### src/rtl/cpu_step_controller.sv
// Clock-enable sequencer for the 8-bit computer: debounced run/stop and single-step buttons, HLT latch.
// Optional macro CYCLE_COUNTER_EN enables the 16-bit cpu_ce_o pulse counter on cycle_count_o.
module cpu_step_controller #(
  parameter int DEBOUNCE_CYCLES = 200_000,
  parameter int RUN_DIV         = 1_200_000
) (
  input  logic        clk,
  input  logic        reset,
  input  logic        btn_run_i,
  input  logic        btn_step_i,
  input  logic        cpu_halt_i,
  output logic        cpu_ce_o,
  output logic        running_o,
  output logic        halted_o,
  output logic [15:0] cycle_count_o
);

  localparam int CNT_W = (DEBOUNCE_CYCLES > 1) ? $clog2(DEBOUNCE_CYCLES + 1) : 1;
  localparam logic [CNT_W-1:0] CNT_LAST = CNT_W'(DEBOUNCE_CYCLES - 1);
  localparam int DIV_W = (RUN_DIV > 1) ? $clog2(RUN_DIV) : 1;
  localparam logic [DIV_W-1:0] DIV_LAST = DIV_W'(RUN_DIV - 1);

  localparam int BTN_RUN  = 0;
  localparam int BTN_STEP = 1;

  typedef enum logic [1:0] {
    ST_STOPPED = 2'd0,
    ST_RUNNING = 2'd1,
    ST_HALTED  = 2'd2
  } state_t;

  logic [1:0]       btn_raw;
  logic [1:0]       sync_p0;
  logic [1:0]       sync_p1;
  logic [1:0]       stable;
  logic [1:0]       stable_d;
  logic [1:0]       press;
  logic [CNT_W-1:0] db_cnt [2];

  state_t           state;
  state_t           state_next;
  logic [DIV_W-1:0] div;
  logic [DIV_W-1:0] div_next;
  logic             ce_next;
  logic             run_evt;
  logic             step_evt;

  assign btn_raw = {btn_step_i, btn_run_i};

  // Stage p0/p1: two-flop synchronizer, then debounce and rising-edge press detect
  always_ff @(posedge clk) begin
    if (reset) begin
      sync_p0  <= '0;
      sync_p1  <= '0;
      stable   <= '0;
      stable_d <= '0;
      press    <= '0;
      for (int i = 0; i < 2; i++) begin
        db_cnt[i] <= '0;
      end
    end else begin
      sync_p0  <= btn_raw;
      sync_p1  <= sync_p0;
      stable_d <= stable;
      press    <= stable & ~stable_d;
      for (int i = 0; i < 2; i++) begin
        if (sync_p1[i] != stable[i]) begin
          if (db_cnt[i] == CNT_LAST) begin
            stable[i] <= sync_p1[i];
            db_cnt[i] <= '0;
          end else begin
            db_cnt[i] <= db_cnt[i] + 1'b1;
          end
        end else begin
          db_cnt[i] <= '0;
        end
      end
    end
  end

  assign run_evt  = press[BTN_RUN];
  assign step_evt = press[BTN_STEP];

  // Halt outranks run, and run outranks step; every pulse is decided one cycle ahead
  always_comb begin
    state_next = state;
    div_next   = div;
    ce_next    = 1'b0;
    case (state)
      ST_STOPPED: begin
        if (cpu_halt_i) begin
          state_next = ST_HALTED;
        end else if (run_evt) begin
          state_next = ST_RUNNING;
          div_next   = '0;
        end else if (step_evt) begin
          ce_next = 1'b1;
        end
      end
      ST_RUNNING: begin
        if (cpu_halt_i) begin
          state_next = ST_HALTED;
        end else if (run_evt) begin
          state_next = ST_STOPPED;
          div_next   = '0;
        end else if (div == DIV_LAST) begin
          ce_next  = 1'b1;
          div_next = '0;
        end else begin
          div_next = div + 1'b1;
        end
      end
      ST_HALTED: begin
        state_next = ST_HALTED;
      end
      default: begin
        state_next = ST_STOPPED;
        div_next   = '0;
      end
    endcase
  end

  // Stage p2: state and all outputs registered together
  always_ff @(posedge clk) begin
    if (reset) begin
      state     <= ST_STOPPED;
      div       <= '0;
      cpu_ce_o  <= 1'b0;
      running_o <= 1'b0;
      halted_o  <= 1'b0;
    end else begin
      state     <= state_next;
      div       <= div_next;
      cpu_ce_o  <= ce_next;
      running_o <= (state_next == ST_RUNNING);
      halted_o  <= (state_next == ST_HALTED);
    end
  end

`ifdef CYCLE_COUNTER_EN
  logic [15:0] cycle_count;

  always_ff @(posedge clk) begin
    if (reset) begin
      cycle_count <= 16'h0000;
    end else if (ce_next) begin
      cycle_count <= cycle_count + 16'h0001;
    end
  end

  assign cycle_count_o = cycle_count;
`else
  assign cycle_count_o = 16'h0000;
`endif

endmodule

### config.mk
export PLATFORM = sky130hd
export DESIGN_NAME = cpu_step_controller
export DESIGN_NICKNAME = d
export VERILOG_FILES = /design/src/rtl/cpu_step_controller.sv
export SDC_FILE = /design/constraint.sdc
export NUM_CORES = 1
export LEC_CHECK = 0
export CAP_MARGIN = 30
export CORE_MARGIN = 4
export CORE_UTILIZATION = 63
export DETAILED_ROUTE_END_ITERATION = 8
export GPL_TIMING_DRIVEN = 0
export MAX_ROUTING_LAYER = met4
export PLACE_DENSITY_LB_ADDON = 0.1
export SLEW_MARGIN = 20
export SYNTH_ARGS = -nofsm -noshare
export SYNTH_HDL_FRONTEND = slang
export SYNTH_SLANG_ARGS = --single-unit
### constraint.sdc
create_clock -name clk -period 5.6 [get_ports clk]
set_input_delay 1.12 -clock clk [delete_from_list [all_inputs] [get_ports clk]]
set_output_delay 1.12 -clock clk [all_outputs]
set_load 0.02 [all_outputs]
==> run summary, run 1 <==
0 antenna diodes ended up in the layout. The utilization after layout was 0.751. The overall global routing resource usage is 0.202.

For the arrival time of data at the critical path endpoint, the log shows 1.48 ns. Clock latency on the worst-skew pair, taken at its later pin, is 0.34 ns. The synthesized design contains 36 enable-type register cells.

The routed wire length was 6410 µm. The routed design could run at a clock period as short as 2.60 ns. For the layout filler cell count, the log shows 404.

The endpoint identified for the worst register-to-register timing path is db_cnt[1][11]. The length of the first detailed-routing pass in iterations was 4; the final hold violation count was 0. For the area of the core region, the log shows 5510 µm².

The cell family with the largest share of critical-path delay was buffers and inverters. The post-route clock period utilization is 0.465, and the power per unit of standard cell area is 254 nW/µm². The proportion of synthesized flip-flops having asynchronous set or reset is 0. The worst-path maximum fanout was 9.

After routing, the total negative slack on setup checks comes to 0 ns. Clock skew on the completed layout was measured at 0.0108 ns. The remaining antenna violation count after routing came out at 0. Based on the critical path, the design can be clocked at up to 384 MHz. In the final layout, the multi-input gates occupy 1780 µm².

The tool flagged a number of max-cap violations equal to 0. In this run, post-CTS repair resized a total of 0 instances. The final count of pins violating max slew came out at 0. In the post-route analysis, the smallest setup slack over all paths is 3.00 ns. For the area occupied by registers, the log shows 1780 µm². The total number of nets in the final design was 440; the post-CTS clock slew at the launch and capture registers of the worst setup and hold paths was 0.08 ns. For the pin with the worst max-slew slack, the measured transition is 0.715 ns. Routability-driven placement finished with a final weighted congestion of 0.839. In the final routed layout, each cell accounts on average for 12.6 µm.

The worst setup path is of the reg -> out kind. Entering global routing, the biggest net connects 13 pins. The signal on the critical path passes through clkdlybuf4s50_1. The run finished with clean final reports.

During I/O placement, the number of pins put on the boundary was 24. In this run the critical register-to-register path is launched from db_cnt[1][13]. The tools report the leftover overflow at the end of global routing as 0. The die covers 6950 µm².

The run gives 0 as the count of final setup violators. The tools report the worst voltage drop across the vdd grid as 0.175 mV. The proportion of synthesized chip area in sequential cells is 0.498. After routing the design area is 4140 µm². The number of input and output port buffers inserted works out to 7. TritonCTS built the clock tree. The number of setup buffers added after CTS is 0. The startpoint identified for the worst hold timing path is stable_d[1]. The fraction of synthesized cell area taken by the top area cell type came out at 0.302. The post-placement cell area was 3930 µm².

For the worst setup path, the data required time is 4.48 ns. The largest individual stage delay along the critical path comes from the cell sky130_fd_sc_hd__clkdlybuf4s50_1. The tools report the setup slack after placement as 2.68 ns. The first global-routing pass estimated 11,100 µm of wire.

Share of post-route cells with drive strength above 1: 0.0938. The tools report the element type at the critical path start as a flop. The synthesis-to-finish area growth came out at 15.5%. The worst-case hold path end point is press[1]. STA classifies the critical path endpoint as an output pin.

Setup repair after global routing left no endpoint under its margin. After synthesis the cells add up to 3580 µm². The instance count along the most critical hold path came out at 1.

In the synthesized netlist the dominant register cell turns out to be sky130_fd_sc_hd__edfxtp_1. In this run the deepest clock path goes through 2 buffers. Measured along the y axis, the die boundary spans 83.4 µm.

The worst slew margin relative to its limit was 0.523. The largest single stage delay on the critical path is 0.67 ns. The analysis attributes to cell leakage a power of 0.00152 µW. The number of hold buffers added after CTS was 0.

The largest total area in the synthesized netlist belongs to sky130_fd_sc_hd__edfxtp_1. The count of buffering cells on the critical path with inverters included was 1; the register-to-register path setup slack was 3.16 ns. The initial cell density of the core is 0.650, and the via count of the first global-routing pass is 2,533.

The number of cells on the worst reg-to-reg path is 6, and the flip-flop and latch count after synthesis is 71. Via count: 2,709. The starting DRC count in detailed routing is 76.

The tools report the number of distinct library cell variants in the gate-level netlist after synthesis as 46. The Yosys step of the flow raised 0 warnings. The number of antenna violations at the first check in global routing was 0; the DRC violation count after routing was 0. Counting instances in the post-synthesis netlist gives the leading cell types as 64 x sky130_fd_sc_hd__nor2_1, 36 x sky130_fd_sc_hd__edfxtp_1, 35 x sky130_fd_sc_hd__dfxtp_1.

After synthesis, the cell types taking the most area are sky130_fd_sc_hd__edfxtp_1 30%, sky130_fd_sc_hd__dfxtp_1 20%, sky130_fd_sc_hd__xor2_1 7.8%, sky130_fd_sc_hd__nor2_1 6.7%, sky130_fd_sc_hd__nand3_1 4.2%. The H-tree was split into 3 levels. Clock root buffer master: sky130_fd_sc_hd__clkbuf_8.

Using the TritonRoute via totals, the vias-per-cell ratio works out to 5.32. The worst hold-check path type was reg -> reg. The mean area per synthesized cell is 9.84 µm². The most frequent cell after synthesis is sky130_fd_sc_hd__nor2_1.

Number of instances in the placed design: 493. After floorplanning, the core was divided into 27 placement rows. In the synthesized netlist, the number of instances is 364. TritonCTS created 9 clock buffers.

Once layout is complete, the cells apart from fillers number 509. The clock drives 71 sinks. Die span in x: 83.4 µm.

The estimated wirelength of the detail-placed design came out at 4680 µm.
## power by group
part | total, µW | leakage, µW | internal (µW) | switching (µW)
Sequential | 573 | 0.000654 | 558 | 14.4
Combinational | 54.8 | 0.000759 | 23.4 | 31.4
Clock | 423 | 0.000102 | 232 | 191
## layer usage
metal / global-route usage / vias to the layer above / wire length [µm]
met5: - / - / 0
met4: 0.0996 / 0 / 98
met3: 0.0377 / 11 / 231
met2: 0.321 / 51 / 3070
met1: 0.247 / 1277 / 3010
li1: - / 1370 / -
## layout make-up
class / instances / share of cell area
Sequential cell: 71 / 0.431
Multi-Input combinational cell: 311 / 0.430
Buffer: 25 / 0.0439
Clock buffer: 11 / 0.0369
Tap cell: 72 / 0.0218
Timing Repair Buffer: 7 / 0.0169
Clock inverter: 5 / 0.0133
Inverter: 7 / 0.00635
## registers in the layout, indices dropped and copies added (netlist names)
register / flops
sync_p0: 2
stable: 2
state: 1
running_o: 1
db_cnt: 36
stable_d: 2
press: 2
div: 21
halted_o: 1
sync_p1: 2
cpu_ce_o: 1
## layout by cell type (no fill, tap or decap), drive strengths merged, types with 4 or more instances in the layout
cell	synthesis	layout
or4	4	4
dfxtp	35	35
clkdlybuf4s50	0	7
xnor2	13	13
conb	2	52
xor2	32	32
clkbuf	4	15
nor4	5	5
nand2	21	21
or3	5	5
edfxtp	36	36
and4	5	5
nand3	30	30
buf	21	21
o21ai	4	4
o311ai	5	5
inv	7	7
and3	10	10
nand4	19	19
nor2b	9	9
nor2	64	64
## through the flow
stage          hold slack [ns]  power (µW)
5_1_grt                  0.407        1090
3_5_place_dp             0.377         638
6_report                 0.396        1050
3_3_place_gp             0.374         636
4_1_cts                  0.402        1060
2_1_floorplan            0.367         624
## logic make-up (layout without fill, tap and decap cells)
group,count (synthesis),after routing,share of synthesized area
xor gates and xnor gates,45,45,0.110
DFF,71,71,0.498
AOI/OAI and AO/OA,20,20,0.0395
and+or+nand+nor,188,188,0.274
adders and majority gates,3,3,0.0105
muxes,3,3,0.00839
other,2,52,0.00210
buffers and inverters,32,55,0.0580
## how the worst max path moves through the flow
stage | to | from | slack, ns | cells past startpoint
3_5_place_dp | div[6] | cpu_halt_i | 2.68 | 7
2_1_floorplan | db_cnt[0][12] | db_cnt[0][12] | 3.42 | 7
3_3_place_gp | div[14] | cpu_halt_i | 2.68 | 7
6_report | halted_o | halted_o | 3.00 | 1
5_1_grt | div[9] | cpu_halt_i | 2.88 | 7
4_1_cts | halted_o | halted_o | 2.98 | 1
(Power assumes the default switching activity.)
==> inputs of run 2 (changes only) <==
- CORE_UTILIZATION: 63 -> 53
- clock period: 5.6 -> 2.34 ns (I/O delays scaled with it)
==> run 2 against run 1 <==
  * Core utilization is 9.3 points lower
  * Clock power rose to 2.8 times the previous value
  * Combinational power is 150% higher
  * Global-route usage is 2.8 points lower
  * Via count fell by 1.4%
  * Power increased to 2.5 times the previous value
  * First-iteration DRC count grew 45%
  * Critical endpoint is now db_cnt[0][14]
  * Flip-flop and latch count did not move
  * Setup slack worse by 2.9 ns
  * Critical path depth rose by 6
  * Clock skew down 0.0013 ns
  * Sequential share of layout area down 1.1 points
==> run summary, run 2 (synthesis gave the netlist of run 1 again) <==
The tools report the count of final setup violators as 0. The register with the most flip-flops in the layout has 36 of them. Counting both buffers and inverters, the worst setup path holds a total of 2.

Setup repair after global routing left no endpoint under its margin. The flow ran to the end, and the final reports show no timing, DRC or antenna violations. The detail route stage leaves a number of antenna-violating nets equal to 0. The type of the worst setup path was reg -> reg. The longest clock path from root to sink contains 2 buffers. The number of antenna diodes in the final layout is 0. Max-cap violations in this run came to 0. The logs give 3 for the deepest level of the CTS H-tree and 0.174 for the overall global routing resource usage. The logs give 71 for the CTS sink count and 11,300 µm for the global-route wire length before repair.

The die area was 8140 µm². In the final design database the tool counted 445 nets. The tree is rooted in a sky130_fd_sc_hd__clkbuf_8. After floorplanning, the core was sized to cover 6460 µm². For this run, the number of standard cells in the final layout without fillers is 519. Row generation in the floorplan step produced 29 rows. Length of the first detailed-routing pass in iterations: 4.

For this run the aggregate overflow at the end of global routing stands at 0. The signal on the critical path passes through or4b_1, or4_4, nor3_4, or3_1, buf_6, buf_12, nor2_1. The share of total power in sequential cells is 0.513.

The worst-path maximum fanout was 10. After detailed placement, the design holds a cell count of 498. The static leakage came out at 0.00159 µW.

TritonCTS built the clock tree. In the final routed layout, each cell accounts on average for 12.5 µm. After clock tree synthesis, the clock-pin slew on the worst setup and hold paths is 0.08 ns. The worst setup path is launched from a flop.

The count of pins on the block boundary came out at 24. db_cnt holds more flip-flops than any other register. The share of post-route cells with drive strength above 1 is 0.118, and the number of CTS-inserted buffers is 9.

The floorplan step set the die width to 90.2 µm. The clock arrives with 0.00954 ns of skew. The tools report the number of antenna violations at the first check in global routing as 0.

STA classifies the critical path endpoint as a flop. In this run, the number of DRC markers left after iteration 0 of detailed routing was 110. Slew at the pin closest to its max-slew limit: 0.701 ns. The slowest cell on the critical path is sky130_fd_sc_hd__or4b_1. The switching power share of the total came out at 0.227. The largest net degree at the start of global routing is 14.

The share of power burned in the clock network is 0.437, and the number of input and output port buffers inserted is 7. The portion of total power attributed to combinational logic came out at 0.050. The logs give 0 for the final hold violation count and 2.35 ns for the arrival time of data at the critical path endpoint.

Leaving out fill and tap cells, the most frequent cells in the layout are 64 x sky130_fd_sc_hd__nor2_1, 52 x sky130_fd_sc_hd__conb_1, 36 x sky130_fd_sc_hd__edfxtp_1, 35 x sky130_fd_sc_hd__dfxtp_1, 32 x sky130_fd_sc_hd__xor2_1. For this design the total switching power over the nets is 607 µW. The worst slew margin relative to its limit was 0.528; the cell-internal power was 2060 µW. The worst voltage drop across the vdd grid was 0.375 mV. The clock reaches the later pin of the worst-skew pair after 0.36 ns. The DRC violation count after routing is 0.

The post-placement cell area is 3940 µm². The largest registers in the layout are db_cnt: 36 flops, div: 21 flops. Post-route clock period utilization: 0.950. For the peak clock frequency supported by timing, the log shows 450 MHz.

The initial cell density of the core is 0.554. The tools report the cell area after layout as 4250 µm². In the routed layout, each cell is associated on average with a via count of 5.15. The tools report the weighted congestion reported at the end of routability-driven placement as 0.837. The height of the chip works out to 90.2 µm. The routed design has 6490 µm of wire.

The via count is 2,671. The layout filler cell count was 538. The estimated wirelength of the detail-placed design is 4480 µm. For the worst setup path, the data required time is 2.46 ns. The cell family contributing the most delay on the critical path is simple AND/OR/NAND/NOR gates. The run gives 0 as the final count of pins violating max slew.

The worst hold path belongs to the class reg -> reg. For this run, the slowest stage of the critical path takes 0.52 ns. Leaving out fill and tap cells, the most frequent cell in the layout is sky130_fd_sc_hd__nor2_1. The via count of the first global-routing pass is 2,511. Compared with the post-synthesis result, the final layout area differs by 18.7%. The clock period could shrink to 2.22 ns.

Power spread over the standard cell area amounts to 628 nW/µm².
-- run 2: path summary, 6_finish.rpt --
kind,to,cells past startpoint,slack (ns),from
hold reg to reg,press[0],1,0.39,stable_d[0]
setup / recovery,db_cnt[0][14],7,0.12,db_cnt[0][15]
hold / removal,press[0],1,0.39,stable_d[0]
setup reg to reg,db_cnt[0][14],7,0.12,db_cnt[0][15]
-- run 2: power by group through the flow --
stage / Sequential [µW] / Combinational (µW) / Clock [µW]
global placement: 1400 / 126 / 0
CTS: 1370 / 130 / 1190
finish: 1370 / 135 / 1170
floorplan: 1390 / 103 / 0
global route: 1370 / 150 / 1250
detailed placement: 1400 / 126 / 0
-- run 2: timing repair --
| item | in CTS | in global routing |
|---|---|---|
| gates resized for setup | 3 | 3 |
| endpoints found under the setup margin | 20 | 30 |
| hold buffers | 0 | 0 |
| setup buffers | 4 | 2 |
| gates cloned | 0 | 0 |
| pin swaps | 4 | 1 |
-- run 2: per-layer routing --
layer | GRT usage | routed length, µm | part of all wire
met1 | 0.223 | 3010 | 0.46
met2 | 0.259 | 3010 | 0.46
met3 | 0.0518 | 359 | 0.055
met4 | 0.0689 | 100 | 0.015
met5 | - | 0 | 0
-- run 2: cell type report --
type / count / area (µm²) / area share
repair buffers: 13 / 115 / 0.0271
plain buffers: 24 / 176 / 0.0415
clock inverters: 6 / 90.1 / 0.0212
multi-input cells: 311 / 1810 / 0.427
inverters: 7 / 26.3 / 0.00618
well taps: 77 / 96.3 / 0.0227
flip-flops and latches: 71 / 1780 / 0.419
clock buffers: 10 / 149 / 0.0350
-- run 2: per-stage QoR --
stage	setup WS, ns	util	total power (µW)	hold WS, ns	setup TNS [ns]
2_1_floorplan	0.157	-	1490	0.367	0
3_3_place_gp	-0.0522	0.609	1520	0.374	-0.795
3_5_place_dp	-0.0698	0.609	1520	0.384	-1.20
4_1_cts	0.0253	0.653	2690	0.399	0
5_1_grt	0.0146	0.658	2780	0.411	0
6_report	0.116	0.658	2670	0.393	0
